File: config.mk
export PLATFORM = sky130hd
export DESIGN_NAME = predict_scorer
export DESIGN_NICKNAME = d
export VERILOG_FILES = /design/src/rtl/predict_scorer_pkg.sv /design/src/rtl/sat_counter.sv /design/src/rtl/predict_scorer.sv
export SDC_FILE = /design/constraint.sdc
export NUM_CORES = 1
export LEC_CHECK = 0
export ABC_CLOCK_PERIOD_IN_PS = 3100
export BUFFER_PORTS_ARGS = -buffer_cell sky130_fd_sc_hd__buf_2
export CAP_MARGIN = 40
export CORE_AREA = 2 2 108 110
export CTS_BUF_LIST = sky130_fd_sc_hd__clkbuf_4
export DETAILED_ROUTE_END_ITERATION = 16
export DIE_AREA = 0 0 110 112
export PLACE_DENSITY = 0.83
export SYNTH_ARGS = -nofsm -noshare
export SYNTH_HDL_FRONTEND = slang
export SYNTH_SLANG_ARGS = --single-unit
File: constraint.sdc
create_clock -name clk -period 3.1 [get_ports clk]
set_input_delay 0.62 -clock clk [delete_from_list [all_inputs] [get_ports clk]]
set_output_delay 0.62 -clock clk [all_outputs]
set_load 0.005 [all_outputs]
File: src/rtl/predict_scorer_pkg.sv
// Shared types for the predictor scorer: FSM state encoding and its width.
package predict_scorer_pkg;

    localparam int ST_W = 2;

    typedef enum logic [ST_W-1:0] {
        TRACK  = 2'd0,
        LOCKED = 2'd1,
        LOST   = 2'd2
    } scorer_state_t;

endpackage

File: src/rtl/sat_counter.sv
// Saturating up-counter with synchronous reset and clear (rst > clr > inc).
module sat_counter #(
    parameter int W = 16
) (
    input  logic         clk,
    input  logic         rst,
    input  logic         clr,
    input  logic         inc,
    output logic [W-1:0] q
);

    always_ff @(posedge clk) begin
        if (rst) begin
            q <= '0;
        end else if (clr) begin
            q <= '0;
        end else if (inc && (q != '1)) begin
            q <= q + W'(1);
        end
    end

endmodule

File: src/rtl/predict_scorer.sv
// Scores a 1-bit predictor: saturating totals, windowed hit count and a lock FSM.
//  state  | meaning
//  TRACK  | searching; waiting for GOOD_HITS consecutive hits
//  LOCKED | predictor follows the stream
//  LOST   | MISS_LIMIT consecutive misses while locked; alarm raised
module predict_scorer
    import predict_scorer_pkg::*;
#(
    parameter int CNT_W      = 16,
    parameter int WIN        = 64,
    parameter int GOOD_HITS  = 8,
    parameter int MISS_LIMIT = 4
) (
    input  logic             clk,
    input  logic             rst,
    input  logic             valid,
    input  logic             guess,
    input  logic             result,
    input  logic             clear,
    output logic [CNT_W-1:0] hit_cnt,
    output logic [CNT_W-1:0] miss_cnt,
    output logic [CNT_W-1:0] win_hits,
    output logic             win_done,
    output logic [ST_W-1:0]  state,
    output logic             alarm
);

    localparam logic [ST_W-1:0]  S_TRACK  = TRACK;
    localparam logic [ST_W-1:0]  S_LOCKED = LOCKED;
    localparam logic [ST_W-1:0]  S_LOST   = LOST;
    localparam logic [CNT_W-1:0] WIN_LAST = CNT_W'(WIN - 1);
    localparam logic [CNT_W-1:0] GOOD_T   = CNT_W'(GOOD_HITS);
    localparam logic [CNT_W-1:0] MISS_T   = CNT_W'(MISS_LIMIT);

    logic             sample_hit;
    logic             sample_miss;
    logic [CNT_W-1:0] hstreak;
    logic [CNT_W-1:0] mstreak;
    logic [CNT_W-1:0] hs_next;
    logic [CNT_W-1:0] ms_next;
    logic [CNT_W-1:0] wpos;
    logic [CNT_W-1:0] wacc;
    logic [ST_W-1:0]  state_next;

    assign sample_hit  = valid && (guess == result);
    assign sample_miss = valid && (guess != result);

    // Totals drop samples that coincide with clear; streaks do not.
    sat_counter #(.W(CNT_W)) u_hit_cnt (
        .clk(clk), .rst(rst), .clr(clear), .inc(sample_hit), .q(hit_cnt)
    );
    sat_counter #(.W(CNT_W)) u_miss_cnt (
        .clk(clk), .rst(rst), .clr(clear), .inc(sample_miss), .q(miss_cnt)
    );
    sat_counter #(.W(CNT_W)) u_hstreak (
        .clk(clk), .rst(rst), .clr(sample_miss), .inc(sample_hit), .q(hstreak)
    );
    sat_counter #(.W(CNT_W)) u_mstreak (
        .clk(clk), .rst(rst), .clr(sample_hit), .inc(sample_miss), .q(mstreak)
    );

    // Next-streak values let the FSM move on the qualifying sample's own edge.
    always_comb begin
        hs_next = hstreak;
        ms_next = mstreak;
        if (sample_hit) begin
            hs_next = hstreak + CNT_W'(hstreak != '1);
            ms_next = '0;
        end else if (sample_miss) begin
            hs_next = '0;
            ms_next = mstreak + CNT_W'(mstreak != '1);
        end
    end

    always_comb begin
        state_next = state;
        case (state)
            S_TRACK:  if (hs_next >= GOOD_T) state_next = S_LOCKED;
            S_LOCKED: if (ms_next >= MISS_T) state_next = S_LOST;
            S_LOST:   if (sample_hit)        state_next = S_TRACK;
            default:                         state_next = S_TRACK;
        endcase
    end

    always_ff @(posedge clk) begin
        if (rst) begin
            state <= S_TRACK;
            alarm <= 1'b0;
        end else begin
            state <= state_next;
            alarm <= (state_next == S_LOST);
        end
    end

    always_ff @(posedge clk) begin
        if (rst || clear) begin
            wpos     <= '0;
            wacc     <= '0;
            win_hits <= '0;
            win_done <= 1'b0;
        end else if (valid) begin
            if (wpos == WIN_LAST) begin
                win_hits <= wacc + CNT_W'(sample_hit);
                win_done <= 1'b1;
                wpos     <= '0;
                wacc     <= '0;
            end else begin
                wpos     <= wpos + CNT_W'(1);
                wacc     <= wacc + CNT_W'(sample_hit);
                win_done <= 1'b0;
            end
        end else begin
            win_done <= 1'b0;
        end
    end

endmodule

# --- Word level (Yosys, flattened, before mapping) ---
# Cells that the tools add are included.
totals:
  out_inout_bits: 52
  in_bits: 6
  elab_cells: 55
  register_bits: 116
op_classes:
  n_eq_ne: 10
  magnitude_cmp: 2
  mux: 11
  reduce_logical: 13
  addsub: 8
  bitwise: 1
ops:
  columns: ["cell", "n"]
  rows:
  - ["$mux W16", 6]
  - ["$add A16 B1 Y16 const B", 5]
  - ["$ne A16 B16 Y1 const B", 4]
  - ["$add A16 B1 Y16", 3]
  - ["$eq A16 B6 Y1 const B", 1]
  - ["$ge A16 B3 Y1 const B", 1]
  - ["$ge A16 B4 Y1 const B", 1]
  - ["$reduce_or A2 Y1", 4]
  - ["$logic_and A1 B1 Y1", 6]
  - ["$mux W2", 3]
  - ["$pmux W2 S3", 1]
  - ["$eq A2 B2 Y1 const B", 2]
  - ["$eq A2 B1 Y1 const B", 1]
  - ["$logic_not A2 Y1", 1]
  - ["$reduce_and A2 Y1", 1]
  - ["$eq A1 B1 Y1", 1]
  - ["$logic_or A1 B1 Y1", 1]
  - ["$mux W1", 1]
  - ["$ne A1 B1 Y1", 1]
  - ["$not A1 Y1", 1]

# --- Depth between registers and ports, before layout ---
# Gate-level depths: netlist of the first run.
logic_depth:
  word_depth: 8
  ltp_mapped: 13
  depth_no_buf: 12

# --- Modules after synthesis ---
# A second synthesis of the first run with hierarchy kept.
hier_totals:
  cells_unflattened: 781
  area_unflattened_um2: 6726.5
by_module_without_submodules:
  columns: ["mod", "area_each_um2", "seq_area_each_um2", "cells_each", "instances"]
  rows:
  - ["sat_counter", 917.1, 320.3, 102, 4]
  - ["predict_scorer", 3057.9, 1041.0, 373, 1]

# --- Worst setup path before layout of the first run ---
# Ideal clock, no wire load.
synth_timing:
  path_type: "register to register"
  startpoint: "reg u_mstreak.q[3]"
  endpoint: "reg alarm"
  setup_slack_ns: 0.027
  n_path_buf: 1
  t_required_ns: 2.986
  path_stages_with_launch: 13
  t_arrival_ns: 2.959
  setup_ns: 0.114
  path_cell_list: "dfxtp_1 -> clkbuf_1 -> nand4_1 -> or2_2 -> or2_2 -> ha_1 -> ha_1 -> and2_1 -> a2111oi_0 -> a41oi_1 -> nor4bb_1 -> nand4_1 -> a21o_1"
synth_via:
  elab_chain_len: 8
synth_lines:
  columns: ["item", "line_no", "rtl"]
  rows:
  - ["start: declaration", "sat_counter.sv:9", "output logic [W-1:0] q"]
  - ["start signal: assignment", "sat_counter.sv:18", "q <= q + W'(1);"]
  - ["$ne A16 B16 Y1", "predict_scorer.sv:71", "ms_next = mstreak + CNT_W'(mstreak != '1);"]
  - ["$add A16 B1 Y16", "predict_scorer.sv:71", null]
  - ["$mux W16 (*)", "predict_scorer.sv:69", "end else if (sample_miss) begin"]
  - ["$mux W16 (*)", "predict_scorer.sv:66", "if (sample_hit) begin"]
  - ["$ge A16 B3 Y1 (*)", "predict_scorer.sv:79", "S_LOCKED: if (ms_next >= MISS_T) state_next = S_LOST;"]
  - ["$mux W2 (*)", "predict_scorer.sv:79", null]
  - ["$pmux W2 S3 (*)", "predict_scorer.sv:77", "case (state)"]
  - ["$eq A2 B2 Y1 (*)", "predict_scorer.sv:91", "alarm <= (state_next == S_LOST);"]
  - ["end signal: assignment", "predict_scorer.sv:91", null]
  - ["end: declaration", "predict_scorer.sv:25", "output logic alarm"]
# Every way passes the cells marked *; elsewhere a longest branch is shown, timed or not.
# A chain may end at the register's enable or synchronous reset.

# --- Worst setup path after layout of the first run ---
layout_timing:
  startpoint: "reg u_mstreak.q[0]"
  endpoint: "reg state[0]"
layout_via:
  elab_chain_len: 7
layout_lines:
  columns: ["item", "line_no", "rtl"]
  rows:
  - ["$ne A16 B16 Y1", "predict_scorer.sv:71", null]
  - ["$add A16 B1 Y16", "predict_scorer.sv:71", null]
  - ["$mux W16 (*)", "predict_scorer.sv:69", null]
  - ["$mux W16 (*)", "predict_scorer.sv:66", null]
  - ["$ge A16 B3 Y1 (*)", "predict_scorer.sv:79", null]
  - ["$mux W2 (*)", "predict_scorer.sv:79", null]
  - ["$pmux W2 S3 (*)", "predict_scorer.sv:77", null]
  - ["end signal: assignment", "predict_scorer.sv:90", "state <= state_next;"]
  - ["end: declaration", "predict_scorer.sv:24", "output logic [ST_W-1:0] state,"]
# Marked as above.

==> results of run 1 <==
## layout by cell type, fill, tap and decap left out, drive strengths merged, types with 29 or more instances in the layout
| cell | n |
|---|---|
| buf | 82 |
| dfxtp | 116 |
| nand2 | 61 |
| nand3 | 33 |
| nand4 | 29 |
| nor2 | 110 |
| nor3 | 30 |
| xnor2 | 42 |
| xor2 | 45 |
## Yosys cell counts (5+ instances only)
master / n / share of area (%)
sky130_fd_sc_hd__a211oi_1: 13 / 1.6
sky130_fd_sc_hd__a21oi_1: 24 / 2.0
sky130_fd_sc_hd__and2_1: 11 / 1.1
sky130_fd_sc_hd__and3_1: 15 / 1.6
sky130_fd_sc_hd__and4_1: 14 / 2.0
sky130_fd_sc_hd__buf_2: 8 / 0.67
sky130_fd_sc_hd__clkbuf_1: 28 / 1.8
sky130_fd_sc_hd__dfxtp_1: 116 / 39
sky130_fd_sc_hd__ha_1: 11 / 2.3
sky130_fd_sc_hd__inv_1: 9 / 0.56
sky130_fd_sc_hd__mux2i_1: 6 / 1.0
sky130_fd_sc_hd__nand2_1: 61 / 3.8
sky130_fd_sc_hd__nand2b_1: 5 / 0.52
sky130_fd_sc_hd__nand3_1: 31 / 2.6
sky130_fd_sc_hd__nand3b_1: 9 / 1.1
sky130_fd_sc_hd__nand4_1: 29 / 3.0
sky130_fd_sc_hd__nor2_1: 109 / 6.8
sky130_fd_sc_hd__nor3_1: 29 / 2.4
sky130_fd_sc_hd__nor3b_1: 6 / 0.75
sky130_fd_sc_hd__nor4_1: 9 / 0.94
sky130_fd_sc_hd__o21ai_0: 24 / 2.0
sky130_fd_sc_hd__or2_2: 6 / 0.63
sky130_fd_sc_hd__or3_1: 11 / 1.1
sky130_fd_sc_hd__xnor2_1: 41 / 6.0
sky130_fd_sc_hd__xor2_1: 45 / 6.6
## power breakdown
part | switching, uW | internal (uW) | total (uW)
registers | 6.24 | 1500 | 1500
clock network | 630 | 480 | 1110
logic | 80.5 | 37.6 | 118
total | 717 | 2010 | 2730
## final cells by class
cell class | instances | area (um2)
Fill cell | 947 | 4390
Multi-Input combinational cell | 556 | 3490
Sequential cell | 116 | 2330
Timing Repair Buffer | 82 | 473
Tap cell | 143 | 179
Clock inverter | 15 | 160
Clock buffer | 17 | 128
Inverter | 10 | 37.5
## stage by stage
stage | util [%] | cells | total power [uW]
floorplan | - | 720 | 1610
global placement | 58.0 | 907 | 1650
detailed placement | 58.0 | 907 | 1650
CTS | 60.6 | 939 | 2740
global route | 60.8 | 939 | 2830
finish | 60.8 | 939 | 2730
## what timing repair did
action | 4_1_cts | 5_1_grt
setup endpoints to repair | 0 | 3
hold endpoints to repair | 0 | 0
resized for setup | 0 | 7
## sequential cells by signal, summed over array words and instances, names as in the netlist
signal        count
alarm             1
state             2
u_hit_cnt.q      16
u_hstreak.q      16
u_miss_cnt.q     16
u_mstreak.q      16
wacc             16
win_done          1
win_hits         16
wpos             16
## per-layer routing
metal	vias to the layer above	GRT usage [%]	routed length, um
met5	-	0	0
met4	0	9.28	235
met3	22	7.03	764
met2	155	37.1	6690
met1	2559	29.2	6080
li1	2673	-	-
## final timing paths
path,slack [ns],to,start,cells after the start
max,0.24,state[0],u_mstreak.q[0],12
min,0.39,win_hits[7],clear,4
max reg2reg,0.24,state[0],u_mstreak.q[0],12
min reg2reg,0.47,win_hits[1],win_hits[1],2
## logic make-up (layout without fill, tap and decap cells)
group | after synthesis | after routing | synth area share (%)
simple gates | 357 | 357 | 30.6
flops | 116 | 116 | 38.8
compound gates | 95 | 95 | 11.3
xor+xnor | 87 | 87 | 12.9
buf+inv | 48 | 124 | 3.18
fa+ha+maj | 11 | 11 | 2.30
mux | 6 | 6 | 1.00
## worst max-delay path, delay by kind of cell, from the launching register on
kind | cells | cell delay, ns
flip-flops | 1 | 0.34
AO/OA/AOI/OAI | 3 | 0.59
AND/OR/NAND/NOR | 6 | 1.30
adder cells (fa/ha/maj) | 3 | 0.57
==> results.ini, run 1 <==
[logic_synthesis]
synthesis.area_um2=5990
postSynthCellCount=720
synth.ff_latch_count=116
synth_cell_type_count=56
number_of_flops_mapped_to_enable_cells_by_yosys=0
async_flop_share_pct=0
postSynth.topFlopCell=sky130_fd_sc_hd__dfxtp_1
ys.warnings.count=0
synth.avg_cell_area_um2=8.32
ys_seq_area_share_pct=38.8
syn-num-nets=737

[placement]
placement.setup.worst_slack_ns=0.0348
placement.cell_area_um2=6490
detailedPlacementHpwl_um=9830
gpl.final_weighted_congestion=0.912
port_buffers=57

[critical_path]
slowest_delay_ns=0.34
worst_setup_path_end_kind=flop
setup.worst_path.class=reg2reg
path_cells=ha_1 -> nand3_1 -> or2_4 -> or2_2 -> ha_1 -> ha_2 -> and2_1 -> a2111oi_2 -> a41oi_1 -> nor4bb_1 -> nand4_1 -> o211ai_1
cpMostUsedCell=sky130_fd_sc_hd__ha_1
worst_setup_path_start_kind=flop
worst_ep_arrival_time_ns=3.33
timing.critical_path.fanout_max=3
critical_path_required_ns=3.58
critPathSlowestCell=sky130_fd_sc_hd__dfxtp_2

[die]
total_core_area_um2=11200
dieArea_um2=12300
die_height_um=112
floorplan.initialDensity_pct=53.6
fp-row-count=39
top_level_ports=58
die-width_um=110

[sta]
whs_ns=0.387
final.setup.worst_slack_ns=0.244
worstMarginPinSlew_ns=0.692
setup_viol_count_final=0
timing.final.crit_share_pct=92.1
unrepaired_setup_endpoints_after_global_routing=no
final.setup_skew_ns=0.0169
maximum_operating_frequency_mhz=350
setup_total_negative_slack_ns=0
slew_violations=0
timing_hold_violations_final=0
maxSlewHeadroom_pct=53.8
min_period_ns=2.86

[cts]
clock_insertion_delay_worst_skew_ns=0.55
cts_hold_buf=0
numClockSinks=116
post_cts_buffers=0
clk_pin_slew_ns=0.11
htree_num_levels=4
number_of_buffers_inserted_during_clock_tree_synthesis=17
cts_tree=done
cts_root_buffer_type=sky130_fd_sc_hd__clkbuf_4
ctsLongestPathBuffers=2

[routing]
num_vias=5409
ant_nets=0
drt-pass1-iter-count=7
post_drt_via_cell_ratio=5.76
drt_first_iter_violations=306
routed_wl_um=13800
wl_per_cell_um=14.7
drc=0

[grt]
grt_max_degree=63
grt-ovfl-total=0
grt_first_pass_wirelength_um=23100
first_global_vias=5116
gr-usage-all-layers_pct=23.3
grt_antenna_before_repair=0

[cells_and_area]
layout.cell_area.non_filler_um2=6790
num_antenna_cells=0
synthToLayoutAreaGrowth_pct=13.4
fin_nets=800
fraction_of_layout_instances_using_a_drive_strength_above_1_pct=17.5

[power]
static-leakage-power_uw=0.00244
worst_ir_drop_vdd_mv=0.363
power.density_nw_per_um2=402

[min_path]
worst_hold_path_type=in2reg

[flow_run]
cap_violations=0

[outcome]
run_status=completed

Power figures use the tool's default switching activity.
==> run 2: changes to the inputs <==
- ABC_AREA: unset -> 1
- CORE_AREA: 2 2 108 110 -> 2 2 111 113
- CTS_CLUSTER_DIAMETER: unset -> 80
- DIE_AREA: 0 0 110 112 -> 0 0 113 115
==> results.ini, run 2 <==
[cts]
post_cts_buffers=0
ctsLongestPathBuffers=2
htree_num_levels=4
clk_pin_slew_ns=0.10
cts_tree=done
postCtsResizedCells=0
cts_root_buffer_type=sky130_fd_sc_hd__clkbuf_4
numClockSinks=116
clock_insertion_delay_worst_skew_ns=0.54
cts_hold_buf=0
number_of_buffers_inserted_during_clock_tree_synthesis=17

[power]
switching_power_uw=691
p_int_uw=2010
comb_power_share_pct=4.7
power.switching_fraction_pct=25.6
worst_ir_drop_vdd_mv=0.281
p_seq_share_pct=55.6
power.density_nw_per_um2=384
static-leakage-power_uw=0.00274
clock_power_share_pct=39.7

[placement]
port_buffers=57
gpl.final_weighted_congestion=0.923
detailedPlacementHpwl_um=9970

[sta]
unrepaired_setup_endpoints_after_global_routing=no
worstMarginPinSlew_ns=0.650
maxSlewHeadroom_pct=56.6
setup_total_negative_slack_ns=0
maximum_operating_frequency_mhz=387
setup_viol_count_final=0
timing_hold_violations_final=0
final.setup_skew_ns=0.0158
min_period_ns=2.58
timing.final.crit_share_pct=83.4
slew_violations=0

[critical_path]
setup.worst_path.class=reg2reg
timing.critical_path.to=state[0]
worst-r2r-setup-slack_ns=0.52
worst_setup_path_start_kind=flop
critical_path_required_ns=3.58
cp-startpoint=u_mstreak.q[1]
regToRegEndpoint=state[0]
reg2reg_from=u_mstreak.q[1]
worst_setup_path_end_kind=flop
reg2regPathDepth=19
worst_ep_arrival_time_ns=3.06
timing.critical_path.fanout_max=6

[routing]
routed_wl_um=13600
drc=7
wl_per_cell_um=12.1
drt_first_iter_violations=342
num_vias=5874
drt-pass1-iter-count=11
ant_nets=0
post_drt_via_cell_ratio=5.21

[logic_synthesis]
ys.warnings.count=0
syn-num-nets=920
netlist_top_cells_area=sky130_fd_sc_hd__dfxtp_1 (37%), sky130_fd_sc_hd__nand2_1 (12%), sky130_fd_sc_hd__inv_1 (6.8%), sky130_fd_sc_hd__a21oi_1 (5.6%), sky130_fd_sc_hd__o21ai_0 (4.7%)
synth.most_common_cell=sky130_fd_sc_hd__nand2_1
postSynth.topFlopCell=sky130_fd_sc_hd__dfxtp_1
postSynthCellCount=903
number_of_flops_mapped_to_enable_cells_by_yosys=0
synthesis.area_um2=6340
synth.ff_latch_count=116
yosysTopAreaCell=sky130_fd_sc_hd__dfxtp_1
post_synth_most_frequent_cells=sky130_fd_sc_hd__nand2_1 (201), sky130_fd_sc_hd__dfxtp_1 (116), sky130_fd_sc_hd__inv_1 (115)
async_flop_share_pct=0
synth_cell_type_count=50
synth.avg_cell_area_um2=7.02
share_of_the_synthesized_area_in_the_top_cell_type_pct=36.6
ys_seq_area_share_pct=36.6

[grt]
grt_first_pass_wirelength_um=23200
grt-ovfl-total=0
gr-usage-all-layers_pct=21.9
grt_antenna_before_repair=0
first_global_vias=5333
grt_max_degree=38

[cells_and_area]
layout.cells.most_common_list=sky130_fd_sc_hd__nand2_1 (201), sky130_fd_sc_hd__dfxtp_1 (116), sky130_fd_sc_hd__inv_1 (115), sky130_fd_sc_hd__nor2_1 (73), sky130_fd_sc_hd__a21oi_1 (71)
layout.cells.most_common=sky130_fd_sc_hd__nand2_1
fin_util_pct=59.5
fraction_of_layout_instances_using_a_drive_strength_above_1_pct=16.8
num_antenna_cells=0
fin_nets=984
synthToLayoutAreaGrowth_pct=10.8

[die]
fp-row-count=40
die-width_um=113
floorplan.initialDensity_pct=53.7
dieArea_um2=13000
total_core_area_um2=11800
top_level_ports=58
die_height_um=115

[outcome]
violations_in_the_final_reports=design-rule violations
run_status=complete, but fails checks

[min_path]
worst_hold_path_type=in2reg
min_delay_path_depth=2
timing.hold.worst.start=rst

[flow_run]
cap_violations=0

run 2: worst min-delay path by stage:
| stage | slack (ns) | endpoint |
|---|---|---|
| finish | 0.30 | state[0] |
| global route | 0.25 | state[0] |
| CTS | 0.24 | state[0] |
| detailed placement | 0.46 | win_hits[8] |
| global placement | 0.46 | win_hits[2] |
| floorplan | 0.45 | wacc[0] |
run 2: final cells by class:
cell class              count  area (um2)
fillers                  1116        4780
multi-input cells         643        3450
clock inverters            14         138
inverters                 128         482
well taps                 147         184
clock buffers              18         135
flip-flops and latches    116        2320
repair buffers             61         315
run 2: logic make-up (layout without fill, tap and decap cells):
logic type,count (synthesis),count (layout),share of synthesized area (%)
buf+inv,144,221,8.96
xor+xnor,29,29,4.01
fa+ha+maj,11,11,2.17
flops,116,116,36.6
compound gates,157,157,13.2
simple gates,446,446,35.1
run 2: stage by stage:
step / cells / hold WS, ns / area [um2] / setup WS [ns] / power [uW]
final: 1127 / 0.296 / 7030 / 0.516 / 2700
after global routing: 1127 / 0.245 / 7030 / 0.268 / 2840
after CTS: 1127 / 0.242 / 7030 / 0.516 / 2740
after detailed placement: 1095 / 0.457 / 6750 / 0.341 / 1660
after global placement: 1095 / 0.456 / 6750 / 0.413 / 1660
after floorplan: 903 / 0.449 / 6340 / 0.736 / 1630
run 2: critical path, cell delays in order, from the launching register on:
cell	delay, ns
sky130_fd_sc_hd__dfxtp_1	0.43
sky130_fd_sc_hd__ha_1	0.18
sky130_fd_sc_hd__inv_1	0.05
sky130_fd_sc_hd__nor2_1	0.33
sky130_fd_sc_hd__nand3_1	0.13
sky130_fd_sc_hd__ha_1	0.24
sky130_fd_sc_hd__ha_1	0.22
sky130_fd_sc_hd__inv_1	0.07
sky130_fd_sc_hd__nor2_2	0.04
sky130_fd_sc_hd__nand3_1	0.13
sky130_fd_sc_hd__inv_1	0.08
sky130_fd_sc_hd__nand2_1	0.06
sky130_fd_sc_hd__nand2_1	0.05
sky130_fd_sc_hd__nand2_1	0.07
sky130_fd_sc_hd__nand2_1	0.05
sky130_fd_sc_hd__nor2_1	0.07
sky130_fd_sc_hd__nand3_1	0.10
sky130_fd_sc_hd__nand2_1	0.07
sky130_fd_sc_hd__nand2_1	0.06
sky130_fd_sc_hd__a21oi_2	0.11
run 2: routing by layer:
layer  GRT usage [%]  routed length (um)
met5               0                   0
met4            8.86                 248
met3            5.96                 669
met2            37.3                6430
met1            26.4                6280
run 2: power groups by stage:
stage	Combinational [uW]	Clock (uW)	Sequential (uW)
finish	127	1070	1500
global route	142	1190	1500
CTS	127	1110	1500
detailed placement	127	0	1540
global placement	125	0	1540
floorplan	95.9	0	1540
